**config.mk**
```make
export PLATFORM = sky130hd
export DESIGN_NAME = div_32_seq_flat
export DESIGN_NICKNAME = d
export VERILOG_FILES = /design/src/rtl/div_32_seq_if.sv /design/src/rtl/div_32_seq.sv /design/src/flat_wrapper.sv
export SDC_FILE = /design/constraint.sdc
export NUM_CORES = 1
export LEC_CHECK = 0
export ABC_AREA = 1
export BUFFER_PORTS_ARGS = -buffer_cell sky130_fd_sc_hd__buf_2
export CAP_MARGIN = 10
export CORE_MARGIN = 5
export CORE_UTILIZATION = 30
export DETAILED_ROUTE_END_ITERATION = 8
export PLACE_DENSITY = 0.44
export SKIP_LAST_GASP = 1
export SLEW_MARGIN = 10
export SYNTH_ARGS = -nofsm -noshare
export SYNTH_HDL_FRONTEND = slang
export SYNTH_SLANG_ARGS = --single-unit
```
**constraint.sdc**
```tcl
create_clock -name clk -period 2.8 [get_ports clk]
set_input_delay 0.56 -clock clk [delete_from_list [all_inputs] [get_ports clk]]
set_output_delay 0.56 -clock clk [all_outputs]
set_load 0.005 [all_outputs]
```
**src/rtl/div_32_seq_if.sv**
```systemverilog
// Start/done handshake and operand/result bundle between the control unit and div_32_seq.
// The master drives operands and start; the slave (divider) returns status and results.
interface div_32_seq_if #(
  parameter int WIDTH = 32
);
  logic             start;
  logic [WIDTH-1:0] dividend;
  logic [WIDTH-1:0] divisor;
  logic             busy;
  logic             done;
  logic [WIDTH-1:0] quotient;
  logic [WIDTH-1:0] remainder;
  logic             div_zero;

  modport master (
    output start, dividend, divisor,
    input  busy, done, quotient, remainder, div_zero
  );

  modport slave (
    input  start, dividend, divisor,
    output busy, done, quotient, remainder, div_zero
  );
endinterface

```
**src/rtl/div_32_seq.sv**
```systemverilog
// Restoring sequential divider: one trial subtraction (add of ~D with carry-in 1) per clock.
// Define DIV_SIGNED_EN for two's-complement operands with truncation toward zero.
module div_32_seq #(
  parameter int WIDTH = 32,
  parameter int CNT_W = 6
) (
  input logic         clk,
  input logic         clr_n,
  div_32_seq_if.slave bus
);

  localparam logic [1:0] IDLE = 2'd0;
  localparam logic [1:0] RUN  = 2'd1;
  localparam logic [1:0] DONE = 2'd2;

  localparam logic [CNT_W-1:0] CNT_LOAD = CNT_W'(WIDTH);
  localparam logic [CNT_W-1:0] CNT_ONE  = CNT_W'(1);

  logic [1:0]       state_q, state_d;
  logic [CNT_W-1:0] cnt_q, cnt_d;
  logic [WIDTH-1:0] a_q, a_d;      // dividend shifting out, quotient bits shifting in
  logic [WIDTH-1:0] p_q, p_d;      // partial remainder
  logic [WIDTH-1:0] d_q, d_d;      // captured divisor magnitude
  logic [WIDTH-1:0] quot_q, quot_d;
  logic [WIDTH-1:0] rem_q, rem_d;
  logic             div_zero_q, div_zero_d;

  logic             capture;
  logic [WIDTH-1:0] dvd_mag, dvs_mag;
  logic [WIDTH-1:0] shifted;
  logic [WIDTH:0]   trial;
  logic             trial_ok;
  logic [WIDTH-1:0] step_p, step_a;
  logic [WIDTH-1:0] fin_quot, fin_rem;

  // A new operation is accepted from IDLE and from the DONE cycle, never while running.
  assign capture = bus.start && (state_q != RUN);

  // Trial subtraction as an adder: shifted + ~D + 1; carry out set means no borrow.
  assign shifted  = {p_q[WIDTH-2:0], a_q[WIDTH-1]};
  assign trial    = {1'b0, shifted} + {1'b0, ~d_q} + (WIDTH+1)'(1);
  assign trial_ok = trial[WIDTH];
  assign step_p   = trial_ok ? trial[WIDTH-1:0] : shifted;
  assign step_a   = {a_q[WIDTH-2:0], trial_ok};

`ifdef DIV_SIGNED_EN
  logic neg_quot_q, neg_quot_d;
  logic neg_rem_q, neg_rem_d;
  logic dvd_neg, dvs_neg;

  assign dvd_neg = bus.dividend[WIDTH-1];
  assign dvs_neg = bus.divisor[WIDTH-1];
  assign dvd_mag = dvd_neg ? (~bus.dividend + WIDTH'(1)) : bus.dividend;
  assign dvs_mag = dvs_neg ? (~bus.divisor + WIDTH'(1)) : bus.divisor;

  always_comb begin
    neg_quot_d = neg_quot_q;
    neg_rem_d  = neg_rem_q;
    if (capture) begin
      neg_quot_d = dvd_neg ^ dvs_neg;
      neg_rem_d  = dvd_neg;
    end
  end

  always_ff @(posedge clk or negedge clr_n) begin
    if (!clr_n) begin
      neg_quot_q <= 1'b0;
      neg_rem_q  <= 1'b0;
    end else begin
      neg_quot_q <= neg_quot_d;
      neg_rem_q  <= neg_rem_d;
    end
  end

  // A zero divisor keeps the all-ones quotient; restoring the remainder sign returns the dividend.
  assign fin_quot = (neg_quot_q && (d_q != '0)) ? (~step_a + WIDTH'(1)) : step_a;
  assign fin_rem  = neg_rem_q ? (~step_p + WIDTH'(1)) : step_p;
`else
  assign dvd_mag  = bus.dividend;
  assign dvs_mag  = bus.divisor;
  assign fin_quot = step_a;
  assign fin_rem  = step_p;
`endif

  // NOTE: every variable gets a default at the top of always_comb so no path infers a latch.
  always_comb begin
    state_d    = state_q;
    cnt_d      = cnt_q;
    a_d        = a_q;
    p_d        = p_q;
    d_d        = d_q;
    quot_d     = quot_q;
    rem_d      = rem_q;
    div_zero_d = div_zero_q;

    case (state_q)
      IDLE, DONE: begin
        if (capture) begin
          a_d     = dvd_mag;
          d_d     = dvs_mag;
          p_d     = '0;
          cnt_d   = CNT_LOAD;
          state_d = RUN;
        end else begin
          state_d = IDLE;
        end
      end
      RUN: begin
        a_d   = step_a;
        p_d   = step_p;
        cnt_d = cnt_q - CNT_ONE;
        // Last step: publish results in the same edge so done follows with fixed latency.
        if (cnt_q == CNT_ONE) begin
          quot_d     = fin_quot;
          rem_d      = fin_rem;
          div_zero_d = (d_q == '0);
          state_d    = DONE;
        end
      end
      default: state_d = IDLE;
    endcase
  end

  // NOTE: sequential state uses non-blocking assignments so every flop samples pre-edge values.
  always_ff @(posedge clk or negedge clr_n) begin
    if (!clr_n) begin
      state_q    <= IDLE;
      cnt_q      <= '0;
      a_q        <= '0;
      p_q        <= '0;
      d_q        <= '0;
      quot_q     <= '0;
      rem_q      <= '0;
      div_zero_q <= 1'b0;
    end else begin
      state_q    <= state_d;
      cnt_q      <= cnt_d;
      a_q        <= a_d;
      p_q        <= p_d;
      d_q        <= d_d;
      quot_q     <= quot_d;
      rem_q      <= rem_d;
      div_zero_q <= div_zero_d;
    end
  end

  assign bus.busy      = (state_q == RUN);
  assign bus.done      = (state_q == DONE);
  assign bus.quotient  = quot_q;
  assign bus.remainder = rem_q;
  assign bus.div_zero  = div_zero_q;

endmodule

```
**src/flat_wrapper.sv**
```systemverilog
// flat-port wrapper written by rule: the top's interface ports become plain ports
module div_32_seq_flat 
#(
  parameter int WIDTH = 32,
  parameter int CNT_W = 6
)
  (clk, clr_n, bus_start, bus_dividend, bus_divisor, bus_busy, bus_done, bus_quotient, bus_remainder, bus_div_zero);
  div_32_seq_if #(.WIDTH(WIDTH)) bus_i ();
  input logic clk;
  input logic clr_n;
  input wire logic [$bits(bus_i.start)-1:0] bus_start;
  input wire logic [$bits(bus_i.dividend)-1:0] bus_dividend;
  input wire logic [$bits(bus_i.divisor)-1:0] bus_divisor;
  output wire logic [$bits(bus_i.busy)-1:0] bus_busy;
  output wire logic [$bits(bus_i.done)-1:0] bus_done;
  output wire logic [$bits(bus_i.quotient)-1:0] bus_quotient;
  output wire logic [$bits(bus_i.remainder)-1:0] bus_remainder;
  output wire logic [$bits(bus_i.div_zero)-1:0] bus_div_zero;
  assign bus_i.start = bus_start;
  assign bus_i.dividend = bus_dividend;
  assign bus_i.divisor = bus_divisor;
  assign bus_busy = bus_i.busy;
  assign bus_done = bus_i.done;
  assign bus_quotient = bus_i.quotient;
  assign bus_remainder = bus_i.remainder;
  assign bus_div_zero = bus_i.div_zero;
  div_32_seq #(.WIDTH(WIDTH), .CNT_W(CNT_W)) u_core (.clk(clk), .clr_n(clr_n), .bus(bus_i));
endmodule
```
**After elaboration in Yosys (flattened, before gate mapping)**

Cells that the tools add are included.

- Muxes and demuxes: 10
- Add/subtract/negate cells: 3
- Bitwise gates (word level): 1
- Reductions and logical operators: 8
- Eq/ne operators: 6

Operator list:

| operator | number |
|---|---|
| 32-bit 2-to-1 mux | 2 |
| 32-bit case mux with 2 select lines | 1 |
| 31-bit case mux with 2 select lines | 1 |
| 32-bit by 32-bit adder with 33-bit output | 1 |
| 33-bit by 1-bit adder with 33-bit output (second input constant) | 1 |
| 32-bit logical NOT | 1 |
| 32-bit inverter | 1 |
| 31-bit 2-to-1 mux | 1 |
| 6-bit case mux with 2 select lines | 1 |
| 6-bit by 1-bit equality test with 1-bit output (second input constant) | 1 |
| 6-bit 2-to-1 mux | 1 |
| 2-bit by 1-bit != test with 1-bit output (second input constant) | 3 |
| 2-bit AND reduction | 3 |
| 6-bit by 1-bit subtractor with 6-bit output (second input constant) | 1 |
| 2-bit case mux with 2 select lines | 1 |
| 2-bit by 1-bit equality test with 1-bit output (second input constant) | 1 |
| 2-bit equality test (second input constant) | 1 |
| 2-bit logical NOT | 1 |
| 2-bit 2-to-1 mux | 1 |
| 2-bit nonzero test | 1 |
| 2-bit OR reduction | 1 |
| 1-bit logical AND | 1 |
| 1-bit 2-to-1 mux | 1 |

- Word-level logic and storage cells: 36
- Output and inout bits: 67
- Flip-flop bits (word level): 168

**Longest topological paths before layout**

- Depth after elaboration: 5
- Depth in mapped cells: 18
- Gate-level depth less buffers: 17

**Worst setup path before layout**

No wires, ideal clock.

- Path kind: register to register
- Start: register u_core.d_q[0]
- End: register u_core.p_q[20]
- Data arrival time: 2.042 ns
- Required time: 2.682 ns
- Cell stages (with the launch flop): 17
- Clock period less this slack: 2.160 ns
- Setup slack: 0.640 ns
- Cell sequence: dfrtp_1 > ha_1 > fa_1 > inv_1 > nand3_1 > nand3_2 > nand2_1 > nand2_2 > nand2_1 > nand2_2 > nand2_2 > nand2_4 > buf_8 > buf_6 > nand3_1 > nand3_1 > nand2_1

- Word-level cells in the longest chain between the ends: 5

Ends and longest elaborated chain:

| item | line | RTL |
|---|---|---|
| from (decl) | div_32_seq.sv:23 | `logic [WIDTH-1:0] d_q, d_d;` |
| from (signal assigned) | div_32_seq.sv:131 | `d_q <= '0;` |
| from (signal assigned) | div_32_seq.sv:140 | `d_q <= d_d;` |
| 32-bit inverter | div_32_seq.sv:41 | `assign trial = {1'b0, shifted} + {1'b0, ~d_q} + (WIDTH+1)'(1);` |
| 32-bit by 32-bit adder with 33-bit output | div_32_seq.sv:41 |  |
| 33-bit by 1-bit adder with 33-bit output | div_32_seq.sv:41 |  |
| 32-bit 2-to-1 mux | div_32_seq.sv:43 | `assign step_p = trial_ok ? trial[WIDTH-1:0] : shifted;` |
| 31-bit case mux with 2 select lines | div_32_seq.sv:96 | `case (state_q)` |
| to (signal assigned) | div_32_seq.sv:139 | `p_q <= p_d;` |
| to (decl) | div_32_seq.sv:22 | `logic [WIDTH-1:0] p_q, p_d;` |

Every way passes these cells.
A chain may end at the register's enable or synchronous reset.

**Worst setup path in the final report**

- Start: register u_core.d_q[0]
- End: register u_core.rem_q[14], in the netlist u_core.bus.remainder[14]

- Word-level cells in the longest chain between the ends: 4

Ends and longest elaborated chain:

| item | line | RTL |
|---|---|---|
| 32-bit inverter | div_32_seq.sv:41 |  |
| 32-bit by 32-bit adder with 33-bit output | div_32_seq.sv:41 |  |
| 33-bit by 1-bit adder with 33-bit output | div_32_seq.sv:41 |  |
| 32-bit 2-to-1 mux | div_32_seq.sv:43 |  |
| to (signal assigned) | div_32_seq.sv:142 | `rem_q <= rem_d;` |
| to (decl) | div_32_seq.sv:25 | `logic [WIDTH-1:0] rem_q, rem_d;` |

Every way passes these cells.

==> flow_metrics.env <==
export IMPL_totalWireLength_mm=29.38
export IMPL_drv_slew=0
export IMPL_start_kind="flop"
export IMPL_grt_max_degree=68
export IMPL_crit_path_end_kind="flop"
export IMPL_rsz0062_at_grt="false"
export IMPL_grt_pass1_vias=8745
export IMPL_grt_pass1_wl_mm=48.55
export IMPL_drc=0
export IMPL_syn_nets=1371
export IMPL_grtUsageMet1_pct=24.46
export IMPL_synth_ff_type="dfrtp_1"
export IMPL_fp_dieH_microns=186.8
export IMPL_routedWlPerCell_microns=16.26
export IMPL_place_gp_congestion=0.9343
export IMPL_syn_to_final_growth_pct=18.39
export IMPL_fin_crit_sh_pct=88.56
export IMPL_slowest_stage="fa_1"
export IMPL_fin_setup_tns_ns=0
export IMPL_synthMuxAreaShare_pct=0
export IMPL_clkTransAtPathRegs_ns=0.07
export IMPL_rows=64
export IMPL_synth_compound_area_share_pct=10.44
export IMPL_cp_common_cell="nand2_1"
export IMPL_drt_iter0_markers=589
export IMPL_synthXorXnorAreaFrac_pct=1.495
export IMPL_antenna_found_initial=0
export IMPL_use_met3_pct=4.783
export IMPL_htree_levels=4
export IMPL_cts_tree="done"
export IMPL_die_x_microns=186.8
export IMPL_crit_chain="ha_1, fa_1, inv_1, nand3_1, nand3_2, nand2_1, nand2_2, nand2_1, nand2_2, nand2_2, nand2_4, inv_2, o21ai_0, nand2_1, nand2_1"
export IMPL_synth_area_leaders="dfrtp_1, nand2_1, inv_1"
export IMPL_yosys_area_top_type="dfrtp_1"
export IMPL_yosys_warnings=0
export IMPL_drtPass1Iterations=7
export IMPL_synth_area_sq_mm=0.009375
export IMPL_die_area_sq_mm=0.03489
export IMPL_synth_cells=1269
export IMPL_critPathBufInv=2
export IMPL_slew_headroom_pct=55.60
export IMPL_cp_top_family="simple AND/OR/NAND/NOR gates"
export IMPL_grt_overflow_total=0
export IMPL_num_io_pins=134
export IMPL_vias=8250
export IMPL_rrSetupSlack_ns=0.32
export IMPL_hpwlAfterDp_mm=22.14
export IMPL_top_usage_layer="met2"
export IMPL_p_leak_nw=6.135
export IMPL_avgSynthCellArea_sq_um=7.388
export IMPL_fmax_mhz=403.3
export IMPL_setup_viol=0
export IMPL_cts_hold_buf=0
export IMPL_routed_via_density=4.566
export IMPL_cp_arrival_ns=2.85
export IMPL_core_area_sq_mm=0.03075
export IMPL_hold_viol_final=0
export IMPL_antenna_cells=0
export IMPL_num_nets_final=1500
export IMPL_clock_sink_count=168
export IMPL_drive_above_1_share_pct=15.17
export IMPL_ctsResizeCount=0
export IMPL_synth_async_reset_ratio_pct=100.0
export IMPL_synthAdderAreaFrac_pct=4.751
export IMPL_tightest_slew_ns=0.6660
export IMPL_grt_total_usage_pct=17.24
export IMPL_finClkSkew_ns=0.01412
export IMPL_synth_edf_count=0
export IMPL_peakVddDrop_uv=405.3
export IMPL_cap_violations=0
export IMPL_clock_path_buffers=2
export IMPL_synthSimpleGateAreaFrac_pct=28.35
export IMPL_critPathRequiredTime_ns=3.17
export IMPL_outcome="finished, final reports clean"
export IMPL_initial_core_util_pct=30.49
export IMPL_synth_top_family_by_area="simple AND/OR/NAND/NOR gates"
export IMPL_insertion_delay_ns=0.44
export IMPL_max_stage_delay_ns=0.41
export IMPL_power_density_mw_per_mm2=903.8
export IMPL_netlist_cell_type_count=41
export IMPL_ys_seq_elements=168
export IMPL_synth_top_area_share_pct=44.84
export IMPL_rr_startpoint="u_core.d_q[0]"
export IMPL_r2r_cells=15
export IMPL_cts_setup_buffers=0
export IMPL_seq_area_frac_synth_pct=44.84
export IMPL_r2r_end="u_core.bus.remainder[14]"
export IMPL_cts_buffers=17
export IMPL_min_path_type="in2async"
export IMPL_gr_usage_met2_pct=26.44
export IMPL_root_buffer="clkbuf_16"
export IMPL_portBuffers=133
export IMPL_ant_nets=0
export IMPL_worstSetupPathType="reg2reg"
export IMPL_p_total_w=0.01003
export IMPL_period_needed_ns=2.480
export IMPL_cp_max_fo=18
kinds of logic (layout without fill, tap and decap cells):
kind of cell             after synthesis  in the layout
flip-flops                           168            168
AO/OA/AOI/OAI                        167            167
AND/OR/NAND/NOR                      645            645
adder cells (fa/ha/maj)               35             35
buffers and inverters                238            380
XOR/XNOR                              16             16
synthesized netlist by cell type (3+ instances only):
library cell / instances
a21oi_1: 24
buf_1: 5
buf_4: 5
clkbuf_1: 27
dfrtp_1: 168
ha_1: 34
inv_1: 190
inv_2: 4
nand2_1: 493
nand2_2: 8
nand3_1: 45
nand3_2: 9
nand3b_1: 4
nand4_1: 11
nor2_1: 54
nor2_2: 3
nor3_1: 6
o21ai_0: 101
o21bai_1: 5
o221ai_1: 31
or2_1: 5
xnor2_1: 6
xor2_1: 10
power breakdown:
group	switching, W	internal (W)	total [W]
logic	0.00293	0.00137	0.00430
clock network	0.00107	0.00133	0.00240
registers	0.000252	0.00307	0.00333
through the flow:
stage / utilization (%) / hold WS [ns] / setup WS [ns] / instance area [sq um] / cells
floorplan: - / 0.2644 / 0.6395 / 9375 / 1269
global placement: 34.21 / 0.4596 / 0.3129 / 10520 / 1775
detailed placement: 34.21 / 0.4624 / 0.3095 / 10520 / 1775
CTS: 36.10 / 0.1399 / 0.2901 / 11100 / 1807
global route: 36.10 / 0.1605 / 0.07409 / 11100 / 1807
finish: 36.10 / 0.1209 / 0.3204 / 11100 / 1807
final cells by class:
cell class                      count  area, sq um
Timing Repair Buffer              152        852.1
Multi-Input combinational cell    863         4232
Tap cell                          396        495.5
Sequential cell                   168         4204
Inverter                          196        735.7
Clock buffer                       19        432.9
Clock inverter                     13        147.6
Fill cell                        3354        19650
registers in the layout, summed over array words and instances, names as in the netlist:
signal / cells
u_core.a_q: 32
u_core.bus.quotient: 32
u_core.bus.remainder: 32
u_core.d_q: 32
u_core.p_q: 31
u_core.cnt_q: 6
u_core.state_q: 2
u_core.bus.div_zero: 1
how the worst max path moves through the flow:
stage,start,endpoint,cells past startpoint
finish,u_core.d_q[0],u_core.bus.remainder[14],15
global route,u_core.a_q[31],u_core.bus.remainder[2],16
CTS,u_core.d_q[0],u_core.bus.remainder[14],15
detailed placement,u_core.d_q[0],u_core.bus.remainder[14],15
global placement,u_core.a_q[31],u_core.bus.remainder[14],16
floorplan,u_core.d_q[0],u_core.p_q[20],16
worst register-to-register path: stages (launching register included):
cell,delay (ns)
dfrtp_1,0.38
ha_1,0.23
fa_1,0.41
inv_1,0.09
nand3_1,0.08
nand3_2,0.10
nand2_1,0.07
nand2_2,0.09
nand2_1,0.07
nand2_2,0.08
nand2_2,0.06
nand2_4,0.09
inv_2,0.16
o21ai_0,0.34
nand2_1,0.10
nand2_1,0.07
placed cells by master, fill, tap and decap left out, types with 3 or more instances in the layout:
cell,instances
nand3_1,45
o21ai_0,101
dfrtp_1,168
o221ai_1,31
nand3b_1,4
buf_4,16
or2_1,5
o21bai_1,5
clkbuf_16,17
nor2_2,4
nor2_1,53
buf_12,3
buf_2,132
xnor2_1,6
nand4_1,11
xor2_1,10
nand3_2,9
clkinv_4,3
ha_1,34
a21oi_1,24
inv_2,5
clkinv_2,3
nand2_1,492
nand2_2,8
inv_1,190
nor3_1,6
per-layer routing:
layer | share of wire, % | vias up
li1 | - | 4231
met4 | 1.0 | 0
met5 | 0 | -
met1 | 49 | 3817
met3 | 6.3 | 23
met2 | 44 | 179
Note: power is estimated with default switching activity, not from simulation.
